===== src/rtl/sim_harness_pkg.sv =====
`default_nettype none
// ============================================================================
// Module   : sim_harness_pkg
// Purpose  : Shared types and constants for the simulation run controller.
//            state_e - controller FSM states
//            fail_e  - end-of-test failure classification
// Revision : 1.0 - initial release
// ============================================================================
package sim_harness_pkg;

  typedef enum logic [1:0] {
    IDLE = 2'd0,
    HOLD = 2'd1,
    RUN  = 2'd2,
    DONE = 2'd3
  } state_e;

  typedef enum logic [1:0] {
    FAIL_NONE    = 2'b00,
    FAIL_EXIT    = 2'b01,
    FAIL_TIMEOUT = 2'b10,
    FAIL_HANG    = 2'b11
  } fail_e;

  localparam logic [31:0] c_TOHOST_ADDR_DEFAULT = 32'h0000_1000;

endpackage
`default_nettype wire


===== src/rtl/sim_harness_ctrl_if.sv =====
`default_nettype none
// ============================================================================
// Module   : sim_harness_ctrl_if
// Purpose  : Bundle of control, snoop and status signals between the run
//            controller and its environment (testbench / SoC wrapper).
//   start, retire_valid, mem_we, mem_addr, mem_wdata : into the controller
//   core_rst, running, done, pass, fail_code, exit_code,
//   cycle_count, retire_count                        : out of the controller
//   modport slave  - the controller side
//   modport master - the environment side
// Revision : 1.0 - initial release
// ============================================================================
interface sim_harness_ctrl_if #(
  parameter int XLEN  = 32,
  parameter int CNT_W = 32
);

  logic             start;
  logic             retire_valid;
  logic             mem_we;
  logic [XLEN-1:0]  mem_addr;
  logic [XLEN-1:0]  mem_wdata;

  logic             core_rst;
  logic             running;
  logic             done;
  logic             pass;
  logic [1:0]       fail_code;
  logic [XLEN-1:0]  exit_code;
  logic [CNT_W-1:0] cycle_count;
  logic [CNT_W-1:0] retire_count;

  modport slave (
    input  start, retire_valid, mem_we, mem_addr, mem_wdata,
    output core_rst, running, done, pass, fail_code, exit_code,
           cycle_count, retire_count
  );

  modport master (
    output start, retire_valid, mem_we, mem_addr, mem_wdata,
    input  core_rst, running, done, pass, fail_code, exit_code,
           cycle_count, retire_count
  );

endinterface
`default_nettype wire


===== src/rtl/sim_harness_ctrl_sat_counter.sv =====
`default_nettype none
// ============================================================================
// Module   : sat_counter
// Purpose  : W-bit up-counter that sticks at all-ones instead of wrapping.
//   clk, rst : clock, asynchronous active-high reset (clears q)
//   clr      : synchronous clear, has priority over en
//   en       : count enable
//   q        : counter value
// Revision : 1.0 - initial release
// ============================================================================
module sat_counter #(
  parameter int W = 8
) (
  input  wire logic         clk,
  input  wire logic         rst,
  input  wire logic         clr,
  input  wire logic         en,
  output logic      [W-1:0] q
);

  logic [W-1:0] r_q;

  always_ff @(posedge clk or posedge rst) begin
    if (rst) begin
      r_q <= '0;
    end else if (clr) begin
      r_q <= '0;
    end else if (en && (r_q != {W{1'b1}})) begin
      r_q <= r_q + W'(1);
    end
  end

  assign q = r_q;

endmodule
`default_nettype wire


===== src/rtl/sim_harness_ctrl.sv =====
`default_nettype none
// ============================================================================
// Module   : sim_harness_ctrl
// Purpose  : Run controller for processor simulation / FPGA bring-up.
//            Holds the core in reset for RST_CYCLES after start, runs it,
//            and ends the test on a tohost store, a retire stall (hang) or
//            a cycle-budget timeout. Reports pass/fail, exit code and
//            cycle / retired-instruction counts.
//   clk, rst : clock, asynchronous active-high reset
//   bus      : sim_harness_ctrl_if.slave (start, retire/memory snoop in;
//              core_rst, running, done, pass, fail_code, exit_code,
//              cycle_count, retire_count out)
// Revision : 1.0 - initial release
// ============================================================================
module sim_harness_ctrl
  import sim_harness_pkg::*;
#(
  parameter int              XLEN        = 32,
  parameter int              CNT_W       = 32,
  parameter int              RST_CYCLES  = 4,
  parameter int              MAX_CYCLES  = 1024,
  parameter int              STALL_LIMIT = 64,
  parameter logic [XLEN-1:0] TOHOST_ADDR = XLEN'(c_TOHOST_ADDR_DEFAULT)
) (
  input wire logic           clk,
  input wire logic           rst,
  sim_harness_ctrl_if.slave  bus
);

  localparam int HOLD_W  = $clog2(RST_CYCLES + 1);
  localparam int STALL_W = $clog2(STALL_LIMIT + 1);

  state_e            r_state;
  state_e            w_state_nxt;
  logic [HOLD_W-1:0] r_hold_cnt;

  logic              r_core_rst;
  logic              r_running;
  logic              r_done;
  logic              r_pass;
  fail_e             r_fail_code;
  logic [XLEN-1:0]   r_exit_code;

  logic              w_core_rst_nxt;
  logic              w_running_nxt;
  logic              w_done_nxt;
  logic              w_pass_nxt;
  fail_e             w_fail_nxt;
  logic [XLEN-1:0]   w_exit_nxt;

  logic [CNT_W-1:0]   w_cycle_q;
  logic [CNT_W-1:0]   w_retire_q;
  logic [STALL_W-1:0] w_stall_q;

  logic w_start_acc;
  logic w_in_run;
  logic w_tohost;
  logic w_hang;
  logic w_timeout;
  logic w_end;

  // start only matters when the controller is parked.
  assign w_start_acc = bus.start && ((r_state == IDLE) || (r_state == DONE));
  assign w_in_run    = (r_state == RUN);

  // End conditions look at the counter values this cycle will produce, so the
  // terminating cycle itself is included in the count that triggers it.
  assign w_tohost  = w_in_run && bus.mem_we && (bus.mem_addr == TOHOST_ADDR);
  assign w_hang    = w_in_run && !bus.retire_valid &&
                     (w_stall_q == STALL_W'(STALL_LIMIT - 1));
  assign w_timeout = w_in_run && (w_cycle_q == CNT_W'(MAX_CYCLES - 1));
  assign w_end     = w_tohost || w_hang || w_timeout;

  // --------------------------------------------------------------------------
  // Counters
  // --------------------------------------------------------------------------
  sat_counter #(.W(CNT_W)) u_cycle_cnt (
    .clk (clk),
    .rst (rst),
    .clr (w_start_acc),
    .en  (w_in_run),
    .q   (w_cycle_q)
  );

  sat_counter #(.W(CNT_W)) u_retire_cnt (
    .clk (clk),
    .rst (rst),
    .clr (w_start_acc),
    .en  (w_in_run && bus.retire_valid),
    .q   (w_retire_q)
  );

  sat_counter #(.W(STALL_W)) u_stall_cnt (
    .clk (clk),
    .rst (rst),
    .clr (w_start_acc || (w_in_run && bus.retire_valid)),
    .en  (w_in_run && !bus.retire_valid),
    .q   (w_stall_q)
  );

  // --------------------------------------------------------------------------
  // HOLD down-counter: loaded on start so HOLD lasts RST_CYCLES cycles
  // --------------------------------------------------------------------------
  always_ff @(posedge clk or posedge rst) begin
    if (rst) begin
      r_hold_cnt <= '0;
    end else if (w_start_acc) begin
      r_hold_cnt <= HOLD_W'(RST_CYCLES - 1);
    end else if ((r_state == HOLD) && (r_hold_cnt != '0)) begin
      r_hold_cnt <= r_hold_cnt - HOLD_W'(1);
    end
  end

  // --------------------------------------------------------------------------
  // FSM: state register
  // --------------------------------------------------------------------------
  always_ff @(posedge clk or posedge rst) begin
    if (rst) begin
      r_state <= IDLE;
    end else begin
      r_state <= w_state_nxt;
    end
  end

  // --------------------------------------------------------------------------
  // FSM: next-state logic
  // --------------------------------------------------------------------------
  always_comb begin
    w_state_nxt = r_state;
    case (r_state)
      IDLE:    if (bus.start)          w_state_nxt = HOLD;
      HOLD:    if (r_hold_cnt == '0)   w_state_nxt = RUN;
      RUN:     if (w_end)              w_state_nxt = DONE;
      DONE:    if (bus.start)          w_state_nxt = HOLD;
      default:                         w_state_nxt = IDLE;
    endcase
  end

  // --------------------------------------------------------------------------
  // FSM: output logic (next values of the registered outputs)
  // --------------------------------------------------------------------------
  always_comb begin
    w_core_rst_nxt = (w_state_nxt != RUN);
    w_running_nxt  = (w_state_nxt == RUN);
    w_done_nxt     = r_done;
    w_pass_nxt     = r_pass;
    w_fail_nxt     = r_fail_code;
    w_exit_nxt     = r_exit_code;

    if (w_start_acc) begin
      w_done_nxt = 1'b0;
      w_pass_nxt = 1'b0;
      w_fail_nxt = FAIL_NONE;
      w_exit_nxt = '0;
    end else if (w_end) begin
      w_done_nxt = 1'b1;
      if (w_tohost) begin
        w_exit_nxt = bus.mem_wdata;
        if (bus.mem_wdata == XLEN'(1)) begin
          w_pass_nxt = 1'b1;
          w_fail_nxt = FAIL_NONE;
        end else begin
          w_pass_nxt = 1'b0;
          w_fail_nxt = FAIL_EXIT;
        end
      end else if (w_hang) begin
        w_pass_nxt = 1'b0;
        w_fail_nxt = FAIL_HANG;
      end else begin
        w_pass_nxt = 1'b0;
        w_fail_nxt = FAIL_TIMEOUT;
      end
    end
  end

  always_ff @(posedge clk or posedge rst) begin
    if (rst) begin
      r_core_rst  <= 1'b1;
      r_running   <= 1'b0;
      r_done      <= 1'b0;
      r_pass      <= 1'b0;
      r_fail_code <= FAIL_NONE;
      r_exit_code <= '0;
    end else begin
      r_core_rst  <= w_core_rst_nxt;
      r_running   <= w_running_nxt;
      r_done      <= w_done_nxt;
      r_pass      <= w_pass_nxt;
      r_fail_code <= w_fail_nxt;
      r_exit_code <= w_exit_nxt;
    end
  end

  assign bus.core_rst     = r_core_rst;
  assign bus.running      = r_running;
  assign bus.done         = r_done;
  assign bus.pass         = r_pass;
  assign bus.fail_code    = r_fail_code;
  assign bus.exit_code    = r_exit_code;
  assign bus.cycle_count  = w_cycle_q;
  assign bus.retire_count = w_retire_q;

endmodule
`default_nettype wire


===== src/flat_wrapper.sv =====
// flat-port wrapper written by rule: the top's interface ports become plain ports
module sim_harness_ctrl_flat import sim_harness_pkg::*;
#(
  parameter int              XLEN        = 32,
  parameter int              CNT_W       = 32,
  parameter int              RST_CYCLES  = 4,
  parameter int              MAX_CYCLES  = 1024,
  parameter int              STALL_LIMIT = 64,
  parameter logic [XLEN-1:0] TOHOST_ADDR = XLEN'(c_TOHOST_ADDR_DEFAULT)
)
  (clk, rst, bus_start, bus_retire_valid, bus_mem_we, bus_mem_addr, bus_mem_wdata, bus_core_rst, bus_running, bus_done, bus_pass, bus_fail_code, bus_exit_code, bus_cycle_count, bus_retire_count);
  sim_harness_ctrl_if #(.XLEN(XLEN), .CNT_W(CNT_W)) bus_i ();
  input wire logic clk;
  input wire logic rst;
  input wire logic [$bits(bus_i.start)-1:0] bus_start;
  input wire logic [$bits(bus_i.retire_valid)-1:0] bus_retire_valid;
  input wire logic [$bits(bus_i.mem_we)-1:0] bus_mem_we;
  input wire logic [$bits(bus_i.mem_addr)-1:0] bus_mem_addr;
  input wire logic [$bits(bus_i.mem_wdata)-1:0] bus_mem_wdata;
  output wire logic [$bits(bus_i.core_rst)-1:0] bus_core_rst;
  output wire logic [$bits(bus_i.running)-1:0] bus_running;
  output wire logic [$bits(bus_i.done)-1:0] bus_done;
  output wire logic [$bits(bus_i.pass)-1:0] bus_pass;
  output wire logic [$bits(bus_i.fail_code)-1:0] bus_fail_code;
  output wire logic [$bits(bus_i.exit_code)-1:0] bus_exit_code;
  output wire logic [$bits(bus_i.cycle_count)-1:0] bus_cycle_count;
  output wire logic [$bits(bus_i.retire_count)-1:0] bus_retire_count;
  assign bus_i.start = bus_start;
  assign bus_i.retire_valid = bus_retire_valid;
  assign bus_i.mem_we = bus_mem_we;
  assign bus_i.mem_addr = bus_mem_addr;
  assign bus_i.mem_wdata = bus_mem_wdata;
  assign bus_core_rst = bus_i.core_rst;
  assign bus_running = bus_i.running;
  assign bus_done = bus_i.done;
  assign bus_pass = bus_i.pass;
  assign bus_fail_code = bus_i.fail_code;
  assign bus_exit_code = bus_i.exit_code;
  assign bus_cycle_count = bus_i.cycle_count;
  assign bus_retire_count = bus_i.retire_count;
  sim_harness_ctrl #(.XLEN(XLEN), .CNT_W(CNT_W), .RST_CYCLES(RST_CYCLES), .MAX_CYCLES(MAX_CYCLES), .STALL_LIMIT(STALL_LIMIT), .TOHOST_ADDR(TOHOST_ADDR)) u_core (.clk(clk), .rst(rst), .bus(bus_i));
endmodule

===== config.mk =====
export PLATFORM = sky130hd
export DESIGN_NAME = sim_harness_ctrl_flat
export DESIGN_NICKNAME = d
export VERILOG_FILES = /design/src/rtl/sim_harness_pkg.sv /design/src/rtl/sim_harness_ctrl_if.sv /design/src/rtl/sim_harness_ctrl_sat_counter.sv /design/src/rtl/sim_harness_ctrl.sv /design/src/flat_wrapper.sv
export SDC_FILE = /design/constraint.sdc
export NUM_CORES = 1
export LEC_CHECK = 0
export BUFFER_PORTS_ARGS = -buffer_cell sky130_fd_sc_hd__buf_2
export CORE_MARGIN = 2
export CORE_UTILIZATION = 47
export DETAILED_ROUTE_END_ITERATION = 16
export PLACE_DENSITY = 0.76
export SYNTH_ARGS = -nofsm -noshare
export SYNTH_HDL_FRONTEND = slang
export SYNTH_SLANG_ARGS = --single-unit
export TNS_END_PERCENT = 50

===== constraint.sdc =====
create_clock -name clk -period 3.34 [get_ports clk]
set_input_delay 0.334 -clock clk [delete_from_list [all_inputs] [get_ports clk]]
set_output_delay 0.334 -clock clk [all_outputs]
set_load 0.01 [all_outputs]

=== Word level (Yosys, flattened, before mapping) ===
Cells that the tools add are included.

* Equal/unequal tests: 12
* Add/sub/neg operators: 4
* Multiplexer cells: 26
* Reductions and logical operators: 27

{| class="wikitable"
|+ Operators with widths
! operator !! number
|-
| 32-bit two-way mux || 7
|-
| 32-bit by 1-bit adder with 32-bit output (second input constant) || 2
|-
| 32-bit != test (second input constant) || 2
|-
| 32-bit by 1-bit == test with 1-bit output (second input constant) || 1
|-
| 32-bit by 10-bit == test with 1-bit output (second input constant) || 1
|-
| 32-bit by 13-bit == test with 1-bit output (second input constant) || 1
|-
| 7-bit two-way mux || 2
|-
| 2-bit two-way mux || 6
|-
| 2-bit nonzero test || 6
|-
| 1-bit logical AND || 11
|-
| 1-bit two-way mux || 8
|-
| 7-bit by 1-bit adder with 7-bit output (second input constant) || 1
|-
| 7-bit by 6-bit == test with 1-bit output (second input constant) || 1
|-
| 7-bit != test (second input constant) || 1
|-
| 2-bit == test (second input constant) || 3
|-
| 3-bit two-way mux || 2
|-
| 2-bit case mux with 3 select lines || 1
|-
| 1-bit logical OR || 4
|-
| 3-bit logical NOT || 1
|-
| 3-bit nonzero test || 1
|-
| 3-bit by 1-bit subtractor with 3-bit output (second input constant) || 1
|-
| 2-bit by 1-bit == test with 1-bit output (second input constant) || 1
|-
| 2-bit logical NOT || 1
|-
| 2-bit != test (second input constant) || 1
|-
| 3 further kinds || 3
|}

* Word-level logic and storage cells: 80
* Flip-flop bits (word level): 114
* Output and inout bits: 102
* Input bits: 69

=== Logic depth before layout (Yosys ltp) ===
* Depth in word-level cells: 8
* Depth in mapped cells: 9

=== Cells and area by module ===
Synthesis repeated with hierarchy kept, for this count alone.

* Cell total of the unflattened synthesis: 645
* Area, all modules: 5972.0 µm²

{| class="wikitable"
|+ Modules (own cells, without submodules)
! module !! instances !! cells each !! seq. area each (µm²) !! area each (µm²)
|-
| sat_counter (u_core.u_cycle_cnt ...) || 2 || 186 || 800.8 || 1740.4
|-
| sim_harness_ctrl || 1 || 235 || 1077.3 || 2090.8
|-
| sat_counter (u_core.u_stall_cnt) || 1 || 38 || 175.2 || 400.4
|}

=== Least setup slack after synthesis ===
Ideal clock, no wire load.

* Path type: reg2reg
* Start point: register u_core.r_state[0]
* End point: register u_core.u_retire_cnt.r_q[22], in the netlist u_core.u_retire_cnt.q[22]
* Path buffers: 1
* Period minus slack after synthesis: 2.065 ns
* Arrival time: 1.944 ns
* Slack: 1.275 ns
* Library setup time: 0.120 ns
* Stages on the path, launching flop included: 9
* Cell sequence: dfrtp_1 -> inv_1 -> ha_1 -> clkbuf_8 -> nand2_1 -> or3_1 -> a211oi_4 -> a31oi_1 -> a41o_1

* Longest elaborated chain between the ends: 4

{| class="wikitable"
|+ RTL lines
! item !! RTL line !! source
|-
| start: declaration || sim_harness_ctrl.sv:33 || <nowiki>state_e r_state;</nowiki>
|-
| start signal: assignment || sim_harness_ctrl.sv:121 || <nowiki>r_state <= w_state_nxt;</nowiki>
|-
| 2-bit == test (tied with other cells) || sim_harness_ctrl.sv:63 || <nowiki>assign w_start_acc = bus.start && ((r_state == IDLE) || (r_state == DONE));</nowiki>
|-
| 1-bit logical OR or 1-bit logical AND (tied branches) || sim_harness_ctrl.sv:63, sim_harness_ctrl.sv:89 ||
|-
| 1-bit logical AND, on equally long branches || sim_harness_ctrl.sv:63, sim_harness_ctrl_sat_counter.sv:28 ||
|-
| 32-bit two-way mux or 2-bit nonzero test (tied branches) || -- ||
|-
| end signal: assignment || sim_harness_ctrl_sat_counter.sv:29 || <nowiki>r_q <= r_q + W'(1);</nowiki>
|-
| end: declaration || sim_harness_ctrl_sat_counter.sv:21 || <nowiki>logic [W-1:0] r_q;</nowiki>
|}

Parallel ways exist; a longest one is shown, timed or not.
A chain may end at the register's enable or synchronous reset.

=== Final worst setup path ===
* Start point: register u_core.r_state[0]
* End point: register u_core.r_fail_code[0], in the netlist u_core.bus.fail_code[0]

* Longest elaborated chain between the ends: 7

{| class="wikitable"
|+ RTL lines
! item !! RTL line !! source
|-
| 2-bit == test || sim_harness_ctrl.sv:64 || <nowiki>assign w_in_run = (r_state == RUN);</nowiki>
|-
| 1-bit logical AND (2 in a row) || sim_harness_ctrl.sv:69 || <nowiki>assign w_hang = w_in_run && !bus.retire_valid &&</nowiki>
|-
| 1-bit two-way mux || sim_harness_ctrl.sv:166 || <nowiki>end else if (w_hang) begin</nowiki>
|-
| 2-bit two-way mux || sim_harness_ctrl.sv:157 || <nowiki>if (w_tohost) begin</nowiki>
|-
| 2-bit two-way mux || sim_harness_ctrl.sv:155 || <nowiki>end else if (w_end) begin</nowiki>
|-
| 2-bit two-way mux || sim_harness_ctrl.sv:150 || <nowiki>if (w_start_acc) begin</nowiki>
|-
| end signal: assignment || sim_harness_ctrl.sv:189 || <nowiki>r_fail_code <= w_fail_nxt;</nowiki>
|-
| end: declaration || sim_harness_ctrl.sv:41 || <nowiki>fail_e r_fail_code;</nowiki>
|}

Parallel ways exist; a longest one is shown, timed or not. The select of a mux whose other input is x is not followed.

==> impl_metrics.csv <==
group,metric,value,unit
outcome,status,"complete, no violations",
routing,ant_nets,0,
timing,finalSetupViolations,0,
logic_synthesis,avgSynthCellArea,9.23,µm²
clock_network,cts_buffers,17,
timing,slew_viol_final,0,
logic_synthesis,yosys.area.top_type,"dfrtp_1",
die,rows,41,
setup_path,required,3.64,ns
setup_path,ff2ff_path_depth,7,
run,max_cap_viol_count,0,
routing,wl,16500,µm
clock_network,clkLatencyLatePin,0.43,ns
die,dieArea,0.0137,mm²
global_routing,grt_overflow,0,
placed_design,globalplace.congestion,0.858,
setup_path,startpoint_type,"flop",
pwr,p_leak,3.64,nW
setup_path,end_kind,"flop",
setup_path,critical_path.slowest_cell,"ha_1",
setup_path,cp_common_cell,"or3_1",
routing,drc,0,
routing,first_pass_iters,7,
timing,tightest_slew,1.09,ns
finish,area_delta_synth_final,26.5,%
timing,max_freq,0.370,GHz
placed_design,port-buffer-count,170,
logic_synthesis,synth-edff-count,0,
setup_path,critical_path_peak_fanout,12,
logic_synthesis,yosysTopAreaCellShare,0.471,
clock_network,root_buffer,"clkbuf_16",
setup_path,regToRegStartpoint,"u_core.r_state[0]",
min_path,hp-class,"primary input to asynchronous set/reset pin",
logic_synthesis,yosysWarnings,0,
clock_network,cts_tree,"built",
setup_path,cp_data_arrival_time,3.00,ns
global_routing,grt_usage,0.244,
die,num_io_pins,171,
clock_network,clk_pin_slew,0.06,ns
die,die_h,117,µm
setup_path,rrSetupSlack,0.63,ns
pwr,vdd_ir_drop_max,323,µV
timing,fin_crit,2.71,ns
logic_synthesis,synth_area_leaders,"dfrtp_1 (47%), nand2_1 (6.7%), a21oi_1 (6.4%), or3_1 (3.2%), nand4_1 (2.6%)",
setup_path,slowest_delay,0.48,ns
clock_network,clk_path_buf_depth,2,
clock_network,cts_resized,0,
timing,hold_violations,0,
setup_path,critical_path_class,"flop to flop",
global_routing,grt_max_degree,115,
die,initial_utilization,0.478,
timing,clock-skew-final,0.0117,ns
logic_synthesis,yosysUniqueCellTypes,56,
clock_network,cts_sinks,114,
logic_synthesis,netlist_area,0.00600,mm²
logic_synthesis,async_flop_share,1.00,
timing,setup_tns,0,ns
routing,vias_per_cell,5.87,
global_routing,antenna_found_initial,0,
global_routing,grt_pass1_wl,26200,µm
routing,wl_per_cell,16.5,µm
die,core_area,0.0126,mm²
placed_design,hpwl,11500,µm
die,chipWidth,117,µm
clock_network,cts_hold_buf,0,
timing,min_period_over_period,0.810,
logic_synthesis,ys.flop_type,"dfrtp_1",
setup_path,r2r_end,"u_core.bus.fail_code[0]",
routing,vias,5861,
finish,nets,891,
clock_network,h-tree-depth,4,
clock_network,postCtsSetupRepairBufs,0,
pwr,powerDensity,541,mW/mm²
logic_synthesis,ys_seq_area_frac,0.476,
logic_synthesis,synth_cells,650,
logic_synthesis,synth.ff_latch_count,114,
finish,layout-drive-gt1-share,0.274,
setup_path,crit_chain,"inv_1 > ha_1 > nor4bb_1 > nand4_1 > or3_1 > or3_1 > o211a_1",
timing,max-slew-margin-rel,0.276,
routing,first_iter_violations,603,
finish,post-route-util,0.604,
logic_synthesis,syn-num-nets,727,
timing,rsz0062_at_grt,"no",
finish,num_antenna_cells,0,
global_routing,grt_pass1_vias,5295,
-- power breakdown --
part,internal (mW),switching (mW),leakage [nW]
registers,1.44,0.0528,1.58
clock network,1.28,0.660,0.301
logic,0.205,0.461,1.76
total,2.93,1.17,3.64
-- metrics by stage --
stage	power (mW)	instance area, µm²	std cells	setup slack (ns)	hold slack (ns)
floorplan	2.00	6010	650	1.28	0.469
global placement	2.15	6960	967	0.810	0.493
detailed placement	2.19	6960	967	0.693	0.507
CTS	4.14	7590	999	0.653	0.109
global route	4.30	7590	999	0.491	0.126
finish	4.11	7590	999	0.635	0.0379
-- cells in the final DEF, fill, tap and decap left out, types with 5 or more instances in the layout --
master      instances
buf_2             170
dfrtp_1           113
nand2_1           107
a21oi_1            77
nor2_1             34
or3_1              31
o21ai_0            29
nand4_1            25
nand3_1            24
nor4_1             19
clkbuf_16          17
or4_1              15
o31ai_1            13
inv_1              12
and4_1             11
nand2b_1            8
and3_1              8
ha_1                8
xnor2_1             7
xor2_1              7
mux2i_1             6
a31oi_1             6
a41o_1              6
clkinvlp_4          5
o211ai_1            5
nor3_1              5
-- synthesized netlist by cell type, types with 11 or more instances --
cell        n
o21ai_0    29
dfrtp_1   113
and4_1     11
nand2_1   107
clkbuf_1   19
nand3_1    24
nor2_1     34
inv_1      13
nand4_1    25
o31ai_1    13
a21oi_1    77
or3_1      31
or4_1      15
nor4_1     19
-- cell families after synthesis --
family / share of synthesized area
buffers and inverters: 0.0367
muxes: 0.0100
and+or+nand+nor: 0.287
adders and majority gates: 0.0167
AOI/OAI and AO/OA: 0.153
xor gates and xnor gates: 0.0204
DFF: 0.476
-- sequential cells by signal, summed over array words and instances (netlist names) --
register,flops
u_core.bus.core_rst,1
u_core.bus.done,1
u_core.bus.exit_code,32
u_core.bus.fail_code,2
u_core.bus.pass,1
u_core.bus.running,1
u_core.r_hold_cnt,3
u_core.r_state,2
u_core.u_cycle_cnt.q,32
u_core.u_retire_cnt.q,32
u_core.u_stall_cnt.q,7
-- worst max path at each step --
stage / endpoint / cells past startpoint / from / slack [ns]
2_1_floorplan: u_core.u_retire_cnt.q[22] / 8 / u_core.r_state[0] / 1.28
3_3_place_gp: u_core.bus.fail_code[0] / 7 / u_core.r_state[0] / 0.81
3_5_place_dp: u_core.bus.fail_code[0] / 7 / u_core.r_state[0] / 0.69
4_1_cts: u_core.bus.fail_code[0] / 7 / u_core.r_state[0] / 0.65
5_1_grt: u_core.bus.fail_code[0] / 7 / u_core.r_state[0] / 0.49
6_report: u_core.bus.fail_code[0] / 7 / u_core.r_state[0] / 0.63
-- worst max-delay path: cells and delay by family (launching register included) --
family          cells  cell delay, ns
flops               1            0.41
buf+inv             1            0.12
fa+ha+maj           1            0.48
compound gates      1            0.15
simple gates        4            1.42
-- routing by layer --
metal  vias up  track usage  wire, µm
met4         0       0.0910       267
met1      2862        0.337      7260
met5         -            0         0
met2       214        0.372      8010
li1       2758            -         -
met3        27       0.0618       968
-- final cells by class --
| type | instances | area (µm²) |
|---|---|---|
| Fill cell | 1080 | 4980 |
| Timing Repair Buffer | 175 | 901 |
| Sequential cell | 114 | 2850 |
| Multi-Input combinational cell | 493 | 2930 |
| Clock inverter | 13 | 183 |
| Tap cell | 172 | 215 |
| Clock buffer | 19 | 453 |
| Inverter | 13 | 52.6 |
(Power assumes the default switching activity.)
